`src/rtl/alu_pkg.sv`:
```
// alu_pkg: shared states, comparator result codes and default width for the ALU comparator front end.
package alu_pkg;
  localparam int DEF_WIDTH = 8;
  localparam logic [7:0] CMP_LT = 8'h01;
  localparam logic [7:0] CMP_GT = 8'h80;
  localparam logic [7:0] CMP_EQ = 8'h00;
  typedef enum logic [1:0] {LOAD_A, LOAD_B, EVAL, HOLD} state_e;
endpackage

```
`src/rtl/alu_cmp_sequencer_sat_counter.sv`:
```
// sat_counter: event counter that sticks at all-ones instead of wrapping.
module sat_counter #(
  parameter int CNT_W = 16
) (
  input  logic             clk_in,
  input  logic             rst_n_in,
  input  logic             inc,
  output logic [CNT_W-1:0] count
);
  logic [CNT_W-1:0] count_q, count_d;
  always_comb count_d = (inc && count_q != '1) ? count_q + 1'b1 : count_q;
  always_ff @(posedge clk_in) count_q <= !rst_n_in ? '0 : count_d;
  assign count = count_q;
endmodule

```
`src/rtl/alu_cmp_sequencer.sv`:
```
// alu_cmp_sequencer: loads A/B from a byte stream, strobes the comparator for one cycle
// and holds its registered result on a valid/ready port, with activity counters and an error flag.
module alu_cmp_sequencer
  import alu_pkg::*;
#(
  parameter int WIDTH = DEF_WIDTH,
  parameter int CNT_W = 16
) (
  input  logic             clk_in,
  input  logic             rst_n_in,
  input  logic             clear_in,
  input  logic [WIDTH-1:0] data_in,
  input  logic             data_valid_in,
  output logic             data_ready_out,
  output logic [WIDTH-1:0] a_reg_out,
  output logic [WIDTH-1:0] b_reg_out,
  output logic             en_out,
  input  logic [WIDTH-1:0] y_in,
  input  logic             carry_in,
  input  logic             zero_in,
  output logic [WIDTH-1:0] res_out,
  output logic             carry_out,
  output logic             zero_out,
  output logic             res_valid_out,
  input  logic             res_ready_in,
  output logic [CNT_W-1:0] cmp_cnt_out,
  output logic [CNT_W-1:0] eq_cnt_out,
  output logic             err_out
);
  state_e           state_q, state_d;
  logic [WIDTH-1:0] a_q, a_d, b_q, b_d, res_q, res_d;
  logic             carry_q, carry_d, zero_q, zero_d, valid_q, valid_d, err_q, err_d;
  logic             xfer, eval_fire, illegal;
  assign data_ready_out = state_q == LOAD_A || state_q == LOAD_B;
  assign en_out         = state_q != EVAL;
  assign xfer           = data_valid_in && data_ready_out;
  assign eval_fire      = state_q == EVAL && !clear_in;
  // 0x00 is only a legal code when the comparator also reports zero
  assign illegal = !(y_in == WIDTH'(CMP_LT) || y_in == WIDTH'(CMP_GT) ||
                     (y_in == WIDTH'(CMP_EQ) && zero_in));
  always_comb begin
    state_d = state_q;
    a_d     = a_q;
    b_d     = b_q;
    res_d   = res_q;
    carry_d = carry_q;
    zero_d  = zero_q;
    valid_d = valid_q;
    err_d   = err_q;
    if (clear_in) begin
      state_d = LOAD_A;
      valid_d = 1'b0;
    end else begin
      case (state_q)
        LOAD_A: if (xfer) begin
          a_d     = data_in;
          state_d = LOAD_B;
        end
        LOAD_B: if (xfer) begin
          b_d     = data_in;
          state_d = EVAL;
        end
        EVAL: begin
          res_d   = y_in;
          carry_d = carry_in;
          zero_d  = zero_in;
          valid_d = 1'b1;
          err_d   = err_q || illegal;
          state_d = HOLD;
        end
        default: if (res_ready_in) begin
          valid_d = 1'b0;
          state_d = LOAD_A;
        end
      endcase
    end
  end
  always_ff @(posedge clk_in) begin
    if (!rst_n_in) begin
      state_q <= LOAD_A;
      a_q     <= '0;
      b_q     <= '0;
      res_q   <= '0;
      carry_q <= 1'b0;
      zero_q  <= 1'b0;
      valid_q <= 1'b0;
      err_q   <= 1'b0;
    end else begin
      state_q <= state_d;
      a_q     <= a_d;
      b_q     <= b_d;
      res_q   <= res_d;
      carry_q <= carry_d;
      zero_q  <= zero_d;
      valid_q <= valid_d;
      err_q   <= err_d;
    end
  end
  sat_counter #(.CNT_W(CNT_W)) u_cmp_cnt (
    .clk_in  (clk_in),
    .rst_n_in(rst_n_in),
    .inc     (eval_fire),
    .count   (cmp_cnt_out)
  );
  sat_counter #(.CNT_W(CNT_W)) u_eq_cnt (
    .clk_in  (clk_in),
    .rst_n_in(rst_n_in),
    .inc     (eval_fire && zero_in),
    .count   (eq_cnt_out)
  );
  assign a_reg_out     = a_q;
  assign b_reg_out     = b_q;
  assign res_out       = res_q;
  assign carry_out     = carry_q;
  assign zero_out      = zero_q;
  assign res_valid_out = valid_q;
  assign err_out       = err_q;
endmodule

```
`config.mk`:
```
export PLATFORM = sky130hd
export DESIGN_NAME = alu_cmp_sequencer
export DESIGN_NICKNAME = d
export VERILOG_FILES = /design/src/rtl/alu_pkg.sv /design/src/rtl/alu_cmp_sequencer_sat_counter.sv /design/src/rtl/alu_cmp_sequencer.sv
export SDC_FILE = /design/constraint.sdc
export NUM_CORES = 1
export LEC_CHECK = 0
export BUFFER_PORTS_ARGS = -buffer_cell sky130_fd_sc_hd__clkbuf_2
export CORE_ASPECT_RATIO = 0.7
export CORE_MARGIN = 5
export CORE_UTILIZATION = 55
export DETAILED_ROUTE_END_ITERATION = 6
export HOLD_SLACK_MARGIN = 0.02
export PLACE_DENSITY = 0.84
export SYNTH_ARGS = -nofsm -noshare
export SYNTH_HDL_FRONTEND = slang
export SYNTH_SLANG_ARGS = --single-unit
```
`constraint.sdc`:
```
create_clock -name clk_in -period 5 [get_ports clk_in]
set_clock_uncertainty 0.15 [all_clocks]
set_input_delay 1 -clock clk_in [delete_from_list [all_inputs] [get_ports clk_in]]
set_output_delay 1 -clock clk_in [all_outputs]
set_load 0.02 [all_outputs]
```
==> flow_summary.json, run 1 <==
{
  "status": "finished clean",
  "ys_types": 38,
  "synth-edff-count": 0,
  "critPathKind": "in -> reg",
  "grt_max_degree": 31,
  "cts_setup_buffers": 0,
  "clock_sinks": 62,
  "cap_violations": 0,
  "power_switching_uw": 254.5,
  "arrival_ns": 2.99,
  "fp.dieW_um": 95.29,
  "antenna_cells": 0,
  "hold_violations": 0,
  "routed_via_density": 5.793,
  "utilization_pct": 71.51,
  "rsz0062_at_grt": "false",
  "wl_per_cell_um": 14.37,
  "powerDensity_mw_per_mm2": 303.6,
  "gr-usage-all-layers_pct": 21.96,
  "final_cells": 497,
  "area_growth_pct": 24.13,
  "drc": 0,
  "cts_tree": "done",
  "maxSlewViolCount": 0,
  "hold_buffers": 0,
  "ir_drop_uv": 177.1,
  "drive_gt1_share_pct": 24.53,
  "dr.pass1.iters": 6,
  "synth_seq_area_share_pct": 44.33,
  "syn_inst": 344,
  "p_comb_share_pct": 5.6,
  "setup_viol": 0,
  "cts_resized": 0,
  "coreArea_mm2": 0.004861,
  "critPathRequiredTime_ns": 5.10,
  "num_rows": 21,
  "vias": 2879,
  "start_util_pct": 57.61,
  "cts_buffers": 9,
  "tightest_slew_ns": 1.024,
  "period_share_pct": 57.68,
  "first_iter_violations": 156,
  "pwr-share-clk_pct": 46.7,
  "seqPwrFrac_pct": 47.7,
  "die_h_um": 69.70,
  "grt_overflow_total": 0,
  "root_buffer": "clkbuf_8",
  "syn_nets": 373,
  "place_congestion": 0.8445,
  "hold_class": "reg -> reg",
  "dp_cells": 481,
  "max_freq_ghz": 0.3467,
  "min_period_ns": 2.884,
  "dieArea_mm2": 0.006641,
  "pin_count": 85,
  "holdWs_ns": 0.3084,
  "netSwitchingFraction_pct": 24.11,
  "synth.avg_cell_area_um2": 8.140,
  "postRouteAntennaNets": 0,
  "ys_warn_count": 0,
  "slew_headroom_pct": 31.09,
  "h-tree-depth": 3,
  "grt_pass1_wl_um": 11740,
  "ys.flop_type": "dfxtp_1",
  "yosys_register_bits": 62,
  "path_clk_slew_ns": 0.07,
  "antenna_found_initial": 0,
  "p_leak_nw": 1.342,
  "tns_ns": 0,
  "grt_pass1_vias": 2507,
  "cts_buffer_depth": 2,
  "async_flop_share_pct": 0,
  "insertion_delay_ns": 0.35,
  "hpwlAfterDp_um": 5160,
  "wl_um": 7143,
  "crit_path_start_kind": "primary input",
  "synth_area_mm2": 0.002800,
  "critPathMaxFanout": 19,
  "numPortBuffers": 84,
  "nNetsFinal": 452,
  "reg2reg_slack_ns": 2.21,
  "intPower_uw": 800.9,
  "end_kind": "register"
}
## synthesized netlist by cell type (all sizes together) (2+ instances only)
| library cell | number | share of area (%) |
|---|---|---|
| nor2 | 9 | 1.2 |
| nand3b | 2 | 0.54 |
| nor4 | 5 | 1.1 |
| dfxtp | 62 | 44 |
| o311ai | 5 | 1.6 |
| or3 | 9 | 2.0 |
| nor2b | 3 | 0.67 |
| clkbuf | 17 | 2.3 |
| nand4 | 11 | 2.5 |
| nor3b | 2 | 0.54 |
| ha | 6 | 2.7 |
| a211oi | 2 | 0.54 |
| o41ai | 4 | 1.3 |
| and4 | 4 | 1.3 |
| buf | 3 | 0.71 |
| nor3 | 8 | 1.4 |
| nand3 | 25 | 4.5 |
| o31ai | 9 | 2.4 |
| inv | 10 | 1.3 |
| or4 | 11 | 2.9 |
| a21oi | 47 | 8.4 |
| nand2 | 56 | 7.5 |
| o211ai | 3 | 0.80 |
| o211a | 2 | 0.71 |
| mux2i | 4 | 1.4 |
| o21ai | 11 | 2.0 |
| nand2b | 5 | 1.1 |
## cell type report
class	count	area, um^2
Timing Repair Buffer	88	450.4
Multi-Input combinational cell	251	1434
Inverter	11	41.29
Clock inverter	7	98.84
Tap cell	69	86.33
Clock buffer	9	123.9
Fill cell	378	1385
Sequential cell	62	1241
## sequential cells by signal, summed over array words and instances (netlist names)
register	cells
a_reg_out	8
res_out	8
u_cmp_cnt.count	16
state_q	2
res_valid_out	1
carry_out	1
u_eq_cnt.count	16
err_out	1
zero_out	1
b_reg_out	8
## cells in the final DEF, fill, tap and decap left out, types with 3 or more instances in the layout
master,instances
and4_1,4
nand3_1,25
o41ai_1,4
nor2b_1,3
nor2_1,9
or4_1,11
nor3_1,8
o21ai_0,11
or3_1,9
o31ai_1,9
buf_4,4
clkbuf_2,84
o311ai_0,5
clkbuf_8,9
nor4_1,5
nand2b_1,5
nand2_1,56
mux2i_1,4
nand4_1,11
a21oi_1,47
inv_1,10
ha_1,6
o211ai_1,3
clkinv_4,3
dfxtp_1,62
## power groups by stage
stage	registers (mW)	logic, mW	clock network (mW)
6_report	0.503	0.0595	0.493
5_1_grt	0.503	0.0663	0.520
4_1_cts	0.503	0.0593	0.495
3_5_place_dp	0.514	0.0589	0
3_3_place_gp	0.514	0.0582	0
2_1_floorplan	0.520	0.0292	0
## per-stage QoR
stage	worst slack, ns	power (mW)	instance area [um^2]
finish	2.116	1.055	3476
global route	1.964	1.089	3476
CTS	2.140	1.057	3476
detailed placement	1.801	0.5732	3253
global placement	1.871	0.5722	3253
floorplan	2.305	0.5490	2800
## cells by family (layout without fill, tap and decap cells)
family / after synthesis / count (layout) / synth area share, %
buffers and inverters: 31 / 115 / 4.468
adders and majority gates: 6 / 6 / 2.681
and+or+nand+nor: 154 / 154 / 28.24
DFF: 62 / 62 / 44.33
AOI/OAI and AO/OA: 87 / 87 / 18.86
muxes: 4 / 4 / 1.430
## routing by layer
metal | track usage, % | vias up | part of all wire [%]
li1 | - | 1430 | -
met1 | 30.14 | 1307 | 45
met2 | 32.66 | 135 | 44
met3 | 6.941 | 7 | 9.9
met4 | 6.560 | 0 | 0.95
met5 | 0 | - | 0
## worst paths after layout
check                     startpoint                               end  cells past startpoint
max                         clear_in  u_cmp_cnt.count[13]$_SDFFE_PN0P_                      5
min          res_out[0]$_SDFFE_PN0P_           res_out[0]$_SDFFE_PN0P_                      2
max reg2reg  state_q[0]$_SDFFE_PP0P_  u_cmp_cnt.count[13]$_SDFFE_PN0P_                      6
min reg2reg  res_out[0]$_SDFFE_PN0P_           res_out[0]$_SDFFE_PN0P_                      2
## critical path: stages
cell and delay [ns]:
clkbuf_2 0.12, nand2b_1 0.45, or4_1 0.75, or4_1 0.51, a21oi_1 0.16
(Power assumes the default switching activity.)
==> run 2, diff against run 1 <==
--- a/config.mk
+++ b/config.mk
@@ -8,10 +8,10 @@
 export BUFFER_PORTS_ARGS = -buffer_cell sky130_fd_sc_hd__clkbuf_2
 export CORE_ASPECT_RATIO = 0.7
 export CORE_MARGIN = 5
-export CORE_UTILIZATION = 55
+export CORE_UTILIZATION = 51
 export DETAILED_ROUTE_END_ITERATION = 6
 export HOLD_SLACK_MARGIN = 0.02
-export PLACE_DENSITY = 0.84
+export PLACE_DENSITY = 0.78
 export SYNTH_ARGS = -nofsm -noshare
 export SYNTH_HDL_FRONTEND = slang
 export SYNTH_SLANG_ARGS = --single-unit
==> constraint.sdc (replaced) <==
create_clock -name clk_in -period 3 [get_ports clk_in]
set_clock_uncertainty 0.15 [all_clocks]
set_input_delay 0.6 -clock clk_in [delete_from_list [all_inputs] [get_ports clk_in]]
set_output_delay 0.6 -clock clk_in [all_outputs]
set_load 0.02 [all_outputs]
==> run 2 against run 1 <==
Net effect:
- final cell count rose by 1.4%
- largest cell class unchanged
- global-route usage fell by 1.4 points
- power rose by 49%
- flip-flop and latch count did not move
- via count fell by 0.42%
- register-to-register slack got worse by 1.7 ns
- die area rose by 6.8%
- critical path type is now reg -> reg
==> flow_summary.json, run 2 (synthesis results as in run 1) <==
{
  "status": "finished clean",
  "slew_headroom_pct": 45.40,
  "min_period_ns": 2.535,
  "power.total_mw": 1.573,
  "antenna_found_initial": 0,
  "clock_sinks": 62,
  "cts_buffers": 9,
  "cap_violations": 0,
  "wl_per_cell_um": 14.71,
  "gr-usage-all-layers_pct": 20.53,
  "critPathRequiredTime_ns": 3.08,
  "area_growth_pct": 23.32,
  "ir_drop_uv": 328.0,
  "critPathKind": "reg -> reg",
  "nFillCells": 496,
  "pin_count": 85,
  "dr.pass1.iters": 5,
  "setup_viol": 0,
  "seqPwrFrac_pct": 53.3,
  "period_share_pct": 84.48,
  "hpwlAfterDp_um": 5379,
  "worst-path-buf-inv": 1,
  "grt_pass1_wl_um": 11960,
  "netSwitchingFraction_pct": 24.81,
  "cts_tree": "done",
  "p_comb_share_pct": 6.6,
  "mostFrequentLayoutCell": "clkbuf_2",
  "cts_setup_buffers": 0,
  "path_cells": "inv_1 > ha_1 > and3b_1 > nand4_1 > or4_1 > o211a_1",
  "critPathMaxFanout": 13,
  "crit_path_start_kind": "register",
  "postRouteAntennaNets": 0,
  "hold_violations": 0,
  "cp_slowest_stage_delay_ns": 0.63,
  "drc": 0,
  "fp.dieW_um": 98.57,
  "place_congestion": 0.8283,
  "cts_buffer_depth": 2,
  "wl_um": 7412,
  "path_clk_slew_ns": 0.07,
  "coreArea_mm2": 0.005285,
  "max_freq_ghz": 0.3946,
  "power_switching_uw": 390.2,
  "tightest_slew_ns": 0.8128,
  "arrival_ns": 2.62,
  "numPortBuffers": 84,
  "grt_pass1_vias": 2622,
  "root_buffer": "clkbuf_8",
  "p_leak_nw": 1.345,
  "die_h_um": 72.00,
  "grt_overflow_total": 0,
  "start_util_pct": 52.98,
  "layout_common_cells": "84 x clkbuf_2, 62 x dfxtp_1, 56 x nand2_1",
  "dieArea_mm2": 0.007096,
  "hold_buffers": 0,
  "antenna_cells": 0,
  "intPower_mw": 1.183,
  "tns_ns": 0,
  "powerDensity_mw_per_mm2": 455.5,
  "grt_max_degree": 30,
  "maxSlewViolCount": 0,
  "drive_gt1_share_pct": 25.00,
  "insertion_delay_ns": 0.33,
  "end_kind": "register",
  "h-tree-depth": 3,
  "pwr-share-clk_pct": 40.1,
  "slowest_stage": "or4_1",
  "hold_class": "reg -> reg",
  "first_iter_violations": 181,
  "vias": 2867,
  "num_rows": 22,
  "nNetsFinal": 456,
  "rsz0062_at_grt": "false",
  "crit_family": "simple AND/OR/NAND/NOR gates",
  "routed_via_density": 5.688,
  "cts_resized": 0
}
-- run 2: per-layer routing --
metal | part of all wire [%] | up-vias | global-route usage, %
li1 | - | 1433 | -
met1 | 47 | 1328 | 26.89
met2 | 44 | 97 | 31.91
met3 | 7.9 | 9 | 6.628
met4 | 1.2 | 0 | 7.727
met5 | 0 | - | 0
-- run 2: worst paths after layout --
check / endpoint / cells past startpoint / slack (ns) / from
setup reg to reg: u_eq_cnt.count[15]$_SDFFE_PN0P_ / 6 / 0.47 / state_q[0]$_SDFFE_PP0P_
hold reg to reg: res_out[0]$_SDFFE_PN0P_ / 2 / 0.31 / res_out[0]$_SDFFE_PN0P_
setup / recovery: u_eq_cnt.count[15]$_SDFFE_PN0P_ / 6 / 0.47 / state_q[0]$_SDFFE_PP0P_
hold / removal: res_out[0]$_SDFFE_PN0P_ / 2 / 0.31 / res_out[0]$_SDFFE_PN0P_
-- run 2: final cells by class --
cell class / count / area (um^2) / share of cell area, %
multi-input combinational: 251 / 1434 / 41.52
sequential: 62 / 1241 / 35.94
timing repair buffer: 92 / 480.5 / 13.91
clock buffer: 11 / 141.4 / 4.094
tap: 72 / 90.09 / 2.609
inverter: 11 / 41.29 / 1.196
clock inverter: 5 / 25.02 / 0.7246
-- run 2: worst reg2reg max path, stage by stage (launching register included) --
cell and delay (ns):
dfxtp_1 0.34, inv_1 0.09, ha_1 0.29, and3b_1 0.35, nand4_1 0.44, or4_1 0.63, o211a_1 0.14
-- run 2: power groups by stage --
stage / registers (mW) / logic (mW) / clock network (mW)
global placement: 0.857 / 0.101 / 0
finish: 0.838 / 0.104 / 0.631
floorplan: 0.866 / 0.0486 / 0
CTS: 0.838 / 0.104 / 0.641
global route: 0.839 / 0.115 / 0.671
detailed placement: 0.857 / 0.103 / 0
-- run 2: per-stage QoR --
| stage | instance area (um^2) | util, % | setup slack, ns | cells | hold slack (ns) |
|---|---|---|---|---|---|
| floorplan | 2800 | - | 0.7052 | 344 | 0.3158 |
| global placement | 3287 | 62.19 | 0.5239 | 488 | 0.2915 |
| detailed placement | 3287 | 62.19 | 0.4868 | 488 | 0.2982 |
| CTS | 3453 | 65.34 | 0.4885 | 504 | 0.3071 |
| global route | 3453 | 65.34 | 0.2799 | 504 | 0.3244 |
| finish | 3453 | 65.34 | 0.4655 | 504 | 0.3071 |
==> run 3, diff against run 2 <==
--- a/config.mk
+++ b/config.mk
@@ -8,10 +8,10 @@
 export BUFFER_PORTS_ARGS = -buffer_cell sky130_fd_sc_hd__clkbuf_2
 export CORE_ASPECT_RATIO = 0.7
 export CORE_MARGIN = 5
-export CORE_UTILIZATION = 51
+export CORE_UTILIZATION = 46
 export DETAILED_ROUTE_END_ITERATION = 6
 export HOLD_SLACK_MARGIN = 0.02
-export PLACE_DENSITY = 0.78
+export PLACE_DENSITY = 0.75
 export SYNTH_ARGS = -nofsm -noshare
 export SYNTH_HDL_FRONTEND = slang
 export SYNTH_SLANG_ARGS = --single-unit
==> constraint.sdc (replaced) <==
create_clock -name clk_in -period 2.3 [get_ports clk_in]
set_clock_uncertainty 0.15 [all_clocks]
set_input_delay 0.46 -clock clk_in [delete_from_list [all_inputs] [get_ports clk_in]]
set_output_delay 0.46 -clock clk_in [all_outputs]
set_load 0.02 [all_outputs]
==> run 3 against run 2 <==
Net effect:
- sequential power is 30% higher
- register-to-register slack lost 0.26 ns
- critical path depth down 1
- hold slack lost 0.11 ns
- sequential share of layout area down 1.1 points
- cell area increased by 3.1%
- final cell count rose by 2.8%
- power is 34% higher
- clock power grew 39%
==> flow_summary.json, run 3 (synthesis results as in run 1) <==
{
  "status": "finished clean",
  "p_leak_nw": 1.393,
  "period_share_pct": 92.88,
  "grt_pass1_vias": 2451,
  "cts_setup_buffers": 0,
  "power_switching_uw": 547.4,
  "layout_common_cells": "84 x clkbuf_2, 62 x dfxtp_1, 56 x nand2_1",
  "tns_ns": 0,
  "hold_violations": 0,
  "seqPwrFrac_pct": 51.9,
  "drc": 0,
  "cts_buffer_depth": 2,
  "grt_overflow_total": 0,
  "netSwitchingFraction_pct": 25.98,
  "critPathRequiredTime_ns": 1.69,
  "maxSlewViolCount": 0,
  "place_ws_ns": 0.05384,
  "powerDensity_mw_per_mm2": 592.0,
  "dr.pass1.iters": 4,
  "dp_cells": 502,
  "mostFrequentLayoutCell": "clkbuf_2",
  "path_clk_slew_ns": 0.08,
  "die_h_um": 75.28,
  "ir_drop_uv": 310.3,
  "slew_headroom_pct": 71.97,
  "final_area_mm2": 0.003560,
  "grt_max_degree": 23,
  "start_util_pct": 48.17,
  "cts_resized": 0,
  "pin_count": 85,
  "antenna_found_initial": 0,
  "tightest_slew_ns": 0.4192,
  "hold_class": "in -> reg",
  "drt-met1-wl_um": 3461,
  "setup_viol": 0,
  "h-tree-depth": 3,
  "wl_met2_um": 3089,
  "wl_um": 7234,
  "critPathKind": "reg -> out",
  "nNetsFinal": 467,
  "first_iter_violations": 143,
  "path_cells": "inv_1 > ha_1 > nor2_1 > inv_1 > clkbuf_2",
  "critPathMaxFanout": 5,
  "hpwlAfterDp_um": 5446,
  "power.total_mw": 2.107,
  "hold_buffers": 0,
  "clock_sinks": 62,
  "vias": 2872,
  "postRouteAntennaNets": 0,
  "cts_buffers": 9,
  "numPortBuffers": 84,
  "worst_slack_ns": 0.1638,
  "coreArea_mm2": 0.005813,
  "cap_violations": 0,
  "rsz0062_at_grt": "false",
  "area_growth_pct": 27.12,
  "route.met3.wl_um": 608,
  "gr-usage-all-layers_pct": 18.43,
  "slowest_stage": "dfxtp_1",
  "max_freq_ghz": 0.4681,
  "root_buffer": "clkbuf_8",
  "placed_cell_area_mm2": 0.003373,
  "cts_tree": "done",
  "intPower_mw": 1.560,
  "end_kind": "output pin",
  "drive_gt1_share_pct": 27.31,
  "wl_per_cell_um": 13.97,
  "num_rows": 23,
  "min_period_ns": 2.136,
  "dieArea_mm2": 0.007773,
  "insertion_delay_ns": 0.33,
  "p_comb_share_pct": 6.6,
  "top_layer": "met4",
  "cpMostUsedCell": "inv_1",
  "place_congestion": 0.8244,
  "arrival_ns": 1.53,
  "crit_path_start_kind": "register",
  "pwr-share-clk_pct": 41.6,
  "antenna_cells": 0,
  "grt_pass1_wl_um": 11420,
  "routed_via_density": 5.544,
  "final_cells": 518,
  "cp_slowest_stage_delay_ns": 0.39,
  "fp.dieW_um": 103.3
}
-- run 3: cell types whose count changed in the layout (fill, tap and decap cells not counted) --
cell,before,now
buf_4,8,19
clkinv_2,5,1
clkinvlp_4,0,3
inv_6,0,2
clkbuf_1,1,0
or4_1,11,10
or4_4,0,1
-- run 3: critical path: cells and delay by family, from the launching register on --
kind / cells / cell delay [ns]
buf+inv: 3 / 0.32
flops: 1 / 0.39
fa+ha+maj: 1 / 0.19
simple gates: 1 / 0.29
-- run 3: final cells by class --
cell class	count	area (um^2)
multi-input combinational	251	1438
tap	75	93.84
timing repair buffer	103	563.0
clock inverter	6	45.04
sequential	62	1241
fill	528	2253
inverter	11	41.29
clock buffer	10	137.6
-- run 3: per-layer routing --
layer	up-vias	track usage, %
met2	107	27.01
met3	8	5.000
met1	1298	26.44
li1	1459	-
met5	-	0
met4	0	5.747
-- run 3: final timing paths --
path	start	endpoint	slack (ns)	cells after the start
hold reg to reg	b_reg_out[6]$_SDFFE_PN0P_	b_reg_out[6]$_SDFFE_PN0P_	0.30	2
setup / recovery	state_q[1]$_SDFFE_PP0P_	data_ready_out	0.16	5
setup reg to reg	state_q[0]$_SDFFE_PP0P_	u_eq_cnt.count[9]$_SDFFE_PN0P_	0.21	8
hold / removal	carry_in	carry_out$_SDFFE_PN0P_	0.19	3
-- run 3: power groups by stage --
| stage | Clock (mW) | Sequential (mW) | Combinational, mW |
|---|---|---|---|
| 6_report | 0.876 | 1.09 | 0.138 |
| 4_1_cts | 0.900 | 1.09 | 0.139 |
| 5_1_grt | 0.938 | 1.09 | 0.153 |
| 2_1_floorplan | 0 | 1.13 | 0.0634 |
| 3_5_place_dp | 0 | 1.12 | 0.138 |
| 3_3_place_gp | 0 | 1.12 | 0.135 |
-- run 3: metrics by stage --
step | hold slack (ns) | utilization, %
3_3_place_gp | 0.2923 | 58.03
5_1_grt | 0.1776 | 61.24
2_1_floorplan | 0.3158 | -
3_5_place_dp | 0.2956 | 58.03
6_report | 0.1924 | 61.24
4_1_cts | 0.1787 | 61.17
